$ cat config.mk
export PLATFORM = sky130hd
export DESIGN_NAME = rpn_stack_alu
export DESIGN_NICKNAME = d
export VERILOG_FILES = /design/src/rtl/rpn_stack_alu.sv
export SDC_FILE = /design/constraint.sdc
export NUM_CORES = 1
export LEC_CHECK = 0
export ABC_AREA = 0
export BUFFER_PORTS_ARGS = -buffer_cell sky130_fd_sc_hd__buf_2
export CORE_MARGIN = 8
export CORE_UTILIZATION = 49
export CTS_CLUSTER_SIZE = 8
export DETAILED_ROUTE_END_ITERATION = 16
export PLACE_DENSITY = 0.65
export SKIP_CTS_REPAIR_TIMING = 1
export SLEW_MARGIN = 20
export SYNTH_ARGS = -nofsm -noshare
export SYNTH_HDL_FRONTEND = slang
export SYNTH_SLANG_ARGS = --single-unit
$ cat constraint.sdc
create_clock -name clk -period 3.9 [get_ports clk]
set_input_delay 0.39 -clock clk [delete_from_list [all_inputs] [get_ports clk]]
set_output_delay 0.39 -clock clk [all_outputs]
set_load 0.05 [all_outputs]
$ cat src/rtl/rpn_stack_alu.sv
// RPN calculator datapath: 8-bit signed operand stack with a
// multi-cycle add/sub/mul/swap sequencer and sticky error status.
module rpn_stack_alu #(
  parameter int DEPTH = 8
) (
  input  logic       clk,
  input  logic       rst,
  input  logic [7:0] din,
  input  logic       push,
  input  logic       pop,
  input  logic       op_go,
  input  logic [1:0] op_sel,
  output logic [7:0] top,
  output logic       top_valid,
  output logic [4:0] count,
  output logic       busy,
  output logic       err_empty,
  output logic       err_full,
  output logic       err_ovf
);

  localparam int AW = $clog2(DEPTH);

  typedef enum logic [2:0] {
    IDLE, LOAD, EXEC, MUL, WB
  } state_t;

  localparam logic [1:0] OP_ADD  = 2'b00;
  localparam logic [1:0] OP_SUB  = 2'b01;
  localparam logic [1:0] OP_MUL  = 2'b10;
  localparam logic [1:0] OP_SWAP = 2'b11;

  state_t state, state_nx;

  logic [7:0]  stk [DEPTH];
  logic [7:0]  a_r, b_r, res_r;
  logic [7:0]  ma_r, mb_r;
  logic [1:0]  sel_r;
  logic        ovf_r;
  logic [3:0]  it_r;
  logic [15:0] acc_r;

  logic          idle;
  logic          acc_push, acc_pop, acc_op;
  logic          can_push, can_pop, can_op;
  logic [AW-1:0] i_new, i_top, i_nos;
  logic [7:0]    sum, dif;
  logic [7:0]    ex_res;
  logic          ex_ovf;
  logic [15:0]   part, prod;
  logic          mul_ovf;

  assign idle     = (state == IDLE);
  assign acc_push = idle & push;
  assign acc_pop  = idle & ~push & pop;
  assign acc_op   = idle & ~push & ~pop & op_go;
  assign can_push = (count < 5'(DEPTH));
  assign can_pop  = (count != 5'd0);
  assign can_op   = (count >= 5'd2);

  assign i_new = AW'(count);
  assign i_top = AW'(count - 5'd1);
  assign i_nos = AW'(count - 5'd2);

  assign top_valid = (count != 5'd0);
  assign busy      = ~idle;

  assign sum = a_r + b_r;
  assign dif = a_r - b_r;

  always_comb begin
    ex_res = 8'd0;
    ex_ovf = 1'b0;
    unique case (sel_r)
      OP_ADD: begin
        ex_res = sum;
        ex_ovf = (a_r[7] == b_r[7]) && (sum[7] != a_r[7]);
      end
      OP_SUB: begin
        ex_res = dif;
        ex_ovf = (a_r[7] != b_r[7]) && (dif[7] != a_r[7]);
      end
      default: begin
        ex_res = 8'd0;
        ex_ovf = 1'b0;
      end
    endcase
  end

  // Magnitude shift-add; the sign is applied once the loop is done.
  assign part = mb_r[it_r[2:0]] ? ({8'd0, ma_r} << it_r[2:0]) : 16'd0;
  assign prod = (a_r[7] ^ b_r[7]) ? -acc_r : acc_r;
  assign mul_ovf = ~((&prod[15:7]) | ~(|prod[15:7]));

  always_comb begin
    state_nx = state;
    unique case (state)
      IDLE:    if (acc_op && can_op) state_nx = LOAD;
      LOAD:    state_nx = (sel_r == OP_MUL) ? MUL : EXEC;
      EXEC:    state_nx = WB;
      MUL:     if (it_r == 4'd8) state_nx = WB;
      WB:      state_nx = IDLE;
      default: state_nx = IDLE;
    endcase
  end

  always_ff @(posedge clk or posedge rst) begin
    if (rst) begin
      state     <= IDLE;
      count     <= 5'd0;
      top       <= 8'd0;
      err_empty <= 1'b0;
      err_full  <= 1'b0;
      err_ovf   <= 1'b0;
      a_r       <= 8'd0;
      b_r       <= 8'd0;
      res_r     <= 8'd0;
      ma_r      <= 8'd0;
      mb_r      <= 8'd0;
      sel_r     <= 2'd0;
      ovf_r     <= 1'b0;
      it_r      <= 4'd0;
      acc_r     <= 16'd0;
    end else begin
      state <= state_nx;
      if (acc_push | acc_pop | acc_op) begin
        err_empty <= 1'b0;
        err_full  <= 1'b0;
        err_ovf   <= 1'b0;
      end
      if (acc_push) begin
        if (can_push) begin
          count <= count + 5'd1;
          top   <= din;
        end else begin
          err_full <= 1'b1;
        end
      end
      if (acc_pop) begin
        if (can_pop) begin
          count <= count - 5'd1;
          top   <= (count > 5'd1) ? stk[i_nos] : 8'd0;
        end else begin
          err_empty <= 1'b1;
        end
      end
      if (acc_op) begin
        if (can_op) begin
          a_r   <= stk[i_nos];
          b_r   <= stk[i_top];
          sel_r <= op_sel;
        end else begin
          err_empty <= 1'b1;
        end
      end
      if (state == LOAD) begin
        ma_r  <= a_r[7] ? -a_r : a_r;
        mb_r  <= b_r[7] ? -b_r : b_r;
        acc_r <= 16'd0;
        it_r  <= 4'd0;
      end
      if (state == EXEC) begin
        res_r <= ex_res;
        ovf_r <= ex_ovf;
      end
      if (state == MUL) begin
        if (it_r != 4'd8) begin
          acc_r <= acc_r + part;
          it_r  <= it_r + 4'd1;
        end else begin
          res_r <= prod[7:0];
          ovf_r <= mul_ovf;
        end
      end
      if (state == WB) begin
        err_ovf <= ovf_r;
        if (sel_r == OP_SWAP) begin
          top <= a_r;
        end else begin
          top   <= res_r;
          count <= count - 5'd1;
        end
      end
    end
  end

  // Stack storage needs no reset; writes are suppressed while in reset.
  always_ff @(posedge clk) begin
    if (!rst) begin
      if (acc_push && can_push) stk[i_new] <= din;
      if (state == WB) begin
        if (sel_r == OP_SWAP) begin
          stk[i_nos] <= b_r;
          stk[i_top] <= a_r;
        end else begin
          stk[i_nos] <= res_r;
        end
      end
    end
  end

endmodule

[After elaboration in Yosys (flattened, before gate mapping)]
Memory sizes are Yosys's and may differ from the RTL's. A register that Yosys moved wholly into a read port is not among the register bits.
Cells that the tools add are included.
Storage, ports and cells
  register bits after elaboration: 74
  bits in writable memories: 64
  input port bits: 15
  output and inout port bits: 18
  word-level logic and storage cells: 135
  memories: 1
Operators by class
  $add $sub $neg: 10
  magnitude comparators: 4
  equality and inequality tests: 15
  shift operators: 1
  mux-type cells: 62
  bitwise operators: 15
  reductions and logical operators: 13
Memory list
  stk: depth 8, bits a word 8, read ports 2, clocked after Yosys merged registers in 1, wr ports 2, line 35  | logic [7:0] stk [DEPTH];
Operators by type and width (number)
  two-way mux 8 bit: 14
  two-way mux 16 bit: 5
  two-way mux 5 bit: 6
  two-way mux 1 bit: 27
  adder 16 bit: 1
  negation 16 bit: 1
  negation 8 bit: 2
  case mux 8 bit (2 select lines): 1
  << shifter 8 x 3 -> 16 bit: 1
  two-way mux 4 bit: 3
  case mux 3 bit (4 select lines): 1
  two-way mux 3 bit: 3
  AND reduction 9 bit: 1
  OR reduction 9 bit: 1
  adder 8 bit: 1
  OR reduction 8 bit: 1
  subtractor 8 bit: 1
  equality test 3 x 2 -> 1 bit, second input constant: 2
  adder 5 x 1 -> 5 bit, second input constant: 1
  bitwise AND 1 bit: 5
  >= comparator 5 x 2 -> 1 bit, second input constant: 1
  greater-than comparator 5 x 1 -> 1 bit, second input constant: 1
  < comparator 5 x 4 -> 1 bit, second input constant: 1
  NOT 1 bit: 5
  other kinds (24): 34

[Logic depth before layout (Yosys ltp)]
  word-level depth: 10
  depth in mapped cells: 16
  gate-level depth less buffers: 14

[Worst setup path before layout]
OpenSTA, ideal clock, no wires.
  kind: input to register
  from: input port rst
  to: memory stk[4][0] (enable)
  data arrival time: 3226 ps
  slack: 298 ps
  cell stages on the path: 6
  path through: inv_1 nand2_1 clkbuf_1 nor3_1 a31oi_1 o22ai_1
RTL lines
  start: declaration: line 7  | input logic rst,
  end: declaration: line 35

[Final worst setup path]
  from: register it_r[0]
  to: register acc_r[15]
On the way
  longest elaborated chain between the ends: 6
  elaborated cells on any way between the ends: 8
  those cells by class: add/sub (1); eq/ne (1); shift (1); mux (5)
RTL lines
  start: declaration: line 40  | logic [3:0] it_r;
  start signal: assignment: line 169  | it_r <= it_r + 4'd1;
  binary-select mux 1 bit (select 3 bit): line 91  | assign part = mb_r[it_r[2:0]] ? ({8'd0, ma_r} << it_r[2:0]) : 16'd0;
  two-way mux 1 bit (implied by the code): line 91
  two-way mux 16 bit: line 91
  adder 16 bit: line 168  | acc_r <= acc_r + part;
  two-way mux 16 bit *: line 167  | if (it_r != 4'd8) begin
  two-way mux 16 bit *: line 166  | if (state == MUL) begin
  end signal: assignment: line 168
  end: declaration: line 41  | logic [15:0] acc_r;
Mark *: on every way between the ends. The rest lies on a longest branch, timed or not. The select of a mux whose other input is x is not followed.
A chain may end at the register's enable or synchronous reset.

==> metrics.cfg <==
[setup_path]
reg2reg_slack_ns=0.43
path_cells=mux4_2 -> nand2_1 -> and2_1 -> a211oi_1 -> ha_1 -> and3_1 -> o211ai_1 -> o22ai_1 -> o31a_1 -> o21ai_0 -> or4b_2 -> nand3_1
path_max_fanout=7
worst_setup_path_start_kind=register
cp-end-kind=register
critPathRequiredTime_ns=4.27
reg2reg_from=it_r[0]
cp_slowest_stage_delay_ns=0.62
path_class=register to register
reg2reg_depth=12
cp.buffers_inverters=0
worstPathArrival_ns=3.84
cp_top_family=simple AND/OR/NAND/NOR gates
r2r_end=acc_r[15]
critPathSlowestCell=or4b_2

[yosys]
ys_seq_elements=146
synth_top_area_cell=dfrtp_1
synth_flop_cell=dfrtp_1
seq_area_frac_synth=0.398
synth_edf_count=64
ys_async_sr_fraction=0.562
yosys-top-cells-area=dfrtp_1, edfxtp_1, nand2_1
synthDistinctLibCells=70
syn_nets=1164
syn_avg_cell_area_um2=9.03
synth.top_cell.area_share=0.206
postSynthCellCount=1105
synth_warnings=0
syn-cell-area_um2=9980

[worst_hold_path]
hold_path_end=sel_r[1]
whs_path_depth=2
hold_start=op_sel[1]
hold_class=input pin to register

[floorplan]
core_area_um2=20100
start_util=0.496
die_x_um=159
dieArea_um2=25200
row_count=52
die_h_um=159
io_pins=33

[drt]
drc_errors=0
antenna_left=0
routed_wl_mm=26.1
via_per_inst=5.81
vias=8109
drtPass1Iterations=6
dr.first_iter.drc_count=679
wl_per_cell_um=18.7

[place]
numPortBuffers=32
place_ws_ns=0.461
dp_hpwl_mm=19.5
placed_cell_area_um2=10400
gp_congestion=0.880

[sta]
setup_viol=0
worstMarginPinSlew_ns=0.984
final.min_clock_period_ns=3.47
hold_viol=0
setup_slack_ns=0.431
max_clock_freq_mhz=288
drv_slew=0
fin_crit_sh=0.890
rsz0062_at_grt=no
slew_headroom=0.343
tns_ns=0
skew_ns=0.0138

[global_routing]
grt_max_degree=83
grt_pass1_wl_mm=42.1
overflow=0
grt_usage=0.216
first_global_vias=7832
antenna_found_initial=0

[clocking]
clock_sinks=146
clk_pin_slew_ns=0.07
cts_buffers=17
clk_latency_ns=0.44
root_buffer=clkbuf_16
cts_tree=yes
clockBufferDepth=2
htree_levels=4

[pwr]
finalPower_uw=9110
p_leak_uw=0.00436
irDropWorstVdd_v=0.000362
p_per_area_nw_per_um2=827

[run]
maxCapViolCount=0

[finish]
utilization=0.548
final_common_cell=nand2_1
most-common-layout-cells=nand2_1, o21ai_0, nor2_1, dfrtp_1, a21oi_1
fillCellCount=1807
final_layout_size_suffix_gt1_frac=0.132
final_nets=1171
n_antenna_cell=0
syn_to_final_growth_pct=10.4
stdcell_area_um2=11000

[status]
status=finished clean

## logic make-up (layout without fill, tap and decap cells)
family          Yosys count  count (layout)  synth area share
xor+xnor                 42              42            0.0395
mux                      67              67            0.0982
flops                   146             146             0.398
simple gates            388             388             0.180
compound gates          310             310             0.184
buf+inv                 108             128            0.0426
fa+ha+maj                44              44            0.0574
## synth_stat cells (17+ instances only)
cell and number:
o22ai_1 17, nor2_1 83, mux2i_1 36, inv_1 33, edfxtp_1 64, mux4_2 24, dfrtp_1 82, o21ai_0 127
ha_1 41, nand2_1 175, xnor2_1 25, a21oi_1 69, nor3_1 21, nand3_1 43, clkbuf_1 53, a31oi_1 31
## power breakdown
part,switching [uW],internal [uW]
sequential,571,2000
combinational,2970,1900
clock,801,869
total,4340,4770
## routing by layer
| layer | wire, um | vias up | track usage |
|---|---|---|---|
| met5 | 0 | - | 0 |
| li1 | - | 4036 | - |
| met4 | 821 | 0 | 0.0934 |
| met3 | 903 | 45 | 0.0312 |
| met2 | 13300 | 182 | 0.375 |
| met1 | 11000 | 3846 | 0.261 |
## how the worst max path moves through the flow
stage | depth (start not counted) | to | start
final | 12 | acc_r[15] | it_r[0]
after global routing | 14 | acc_r[15] | it_r[0]
after CTS | 12 | acc_r[15] | it_r[0]
after detailed placement | 12 | acc_r[15] | it_r[0]
after global placement | 12 | acc_r[15] | it_r[0]
after floorplan | 6 | stk[4][0] | rst
## through the flow
step / std cells / hold slack (ns)
after global placement: 1363 / 0.458
after global routing: 1395 / 0.190
after detailed placement: 1363 / 0.467
final: 1395 / 0.187
after CTS: 1395 / 0.179
after floorplan: 1105 / 0.434
## registers in the layout (all words and copies together) (netlist names), 3 cells and up
name / flops
a_r: 8
acc_r: 16
b_r: 8
count: 5
it_r: 4
ma_r: 8
mb_r: 8
res_r: 8
state: 3
stk: 64
top: 8
## area by class of cell
type                            count  area (um^2)  share of cell area
Clock buffer                       17          425              0.0386
Clock inverter                     15          185              0.0168
Tap cell                          270          338              0.0307
Sequential cell                   146         3980               0.361
Timing Repair Buffer               61          382              0.0346
Multi-Input combinational cell    851         5580               0.506
Inverter                           35          133              0.0120
Note: power is estimated with default switching activity, not from simulation.
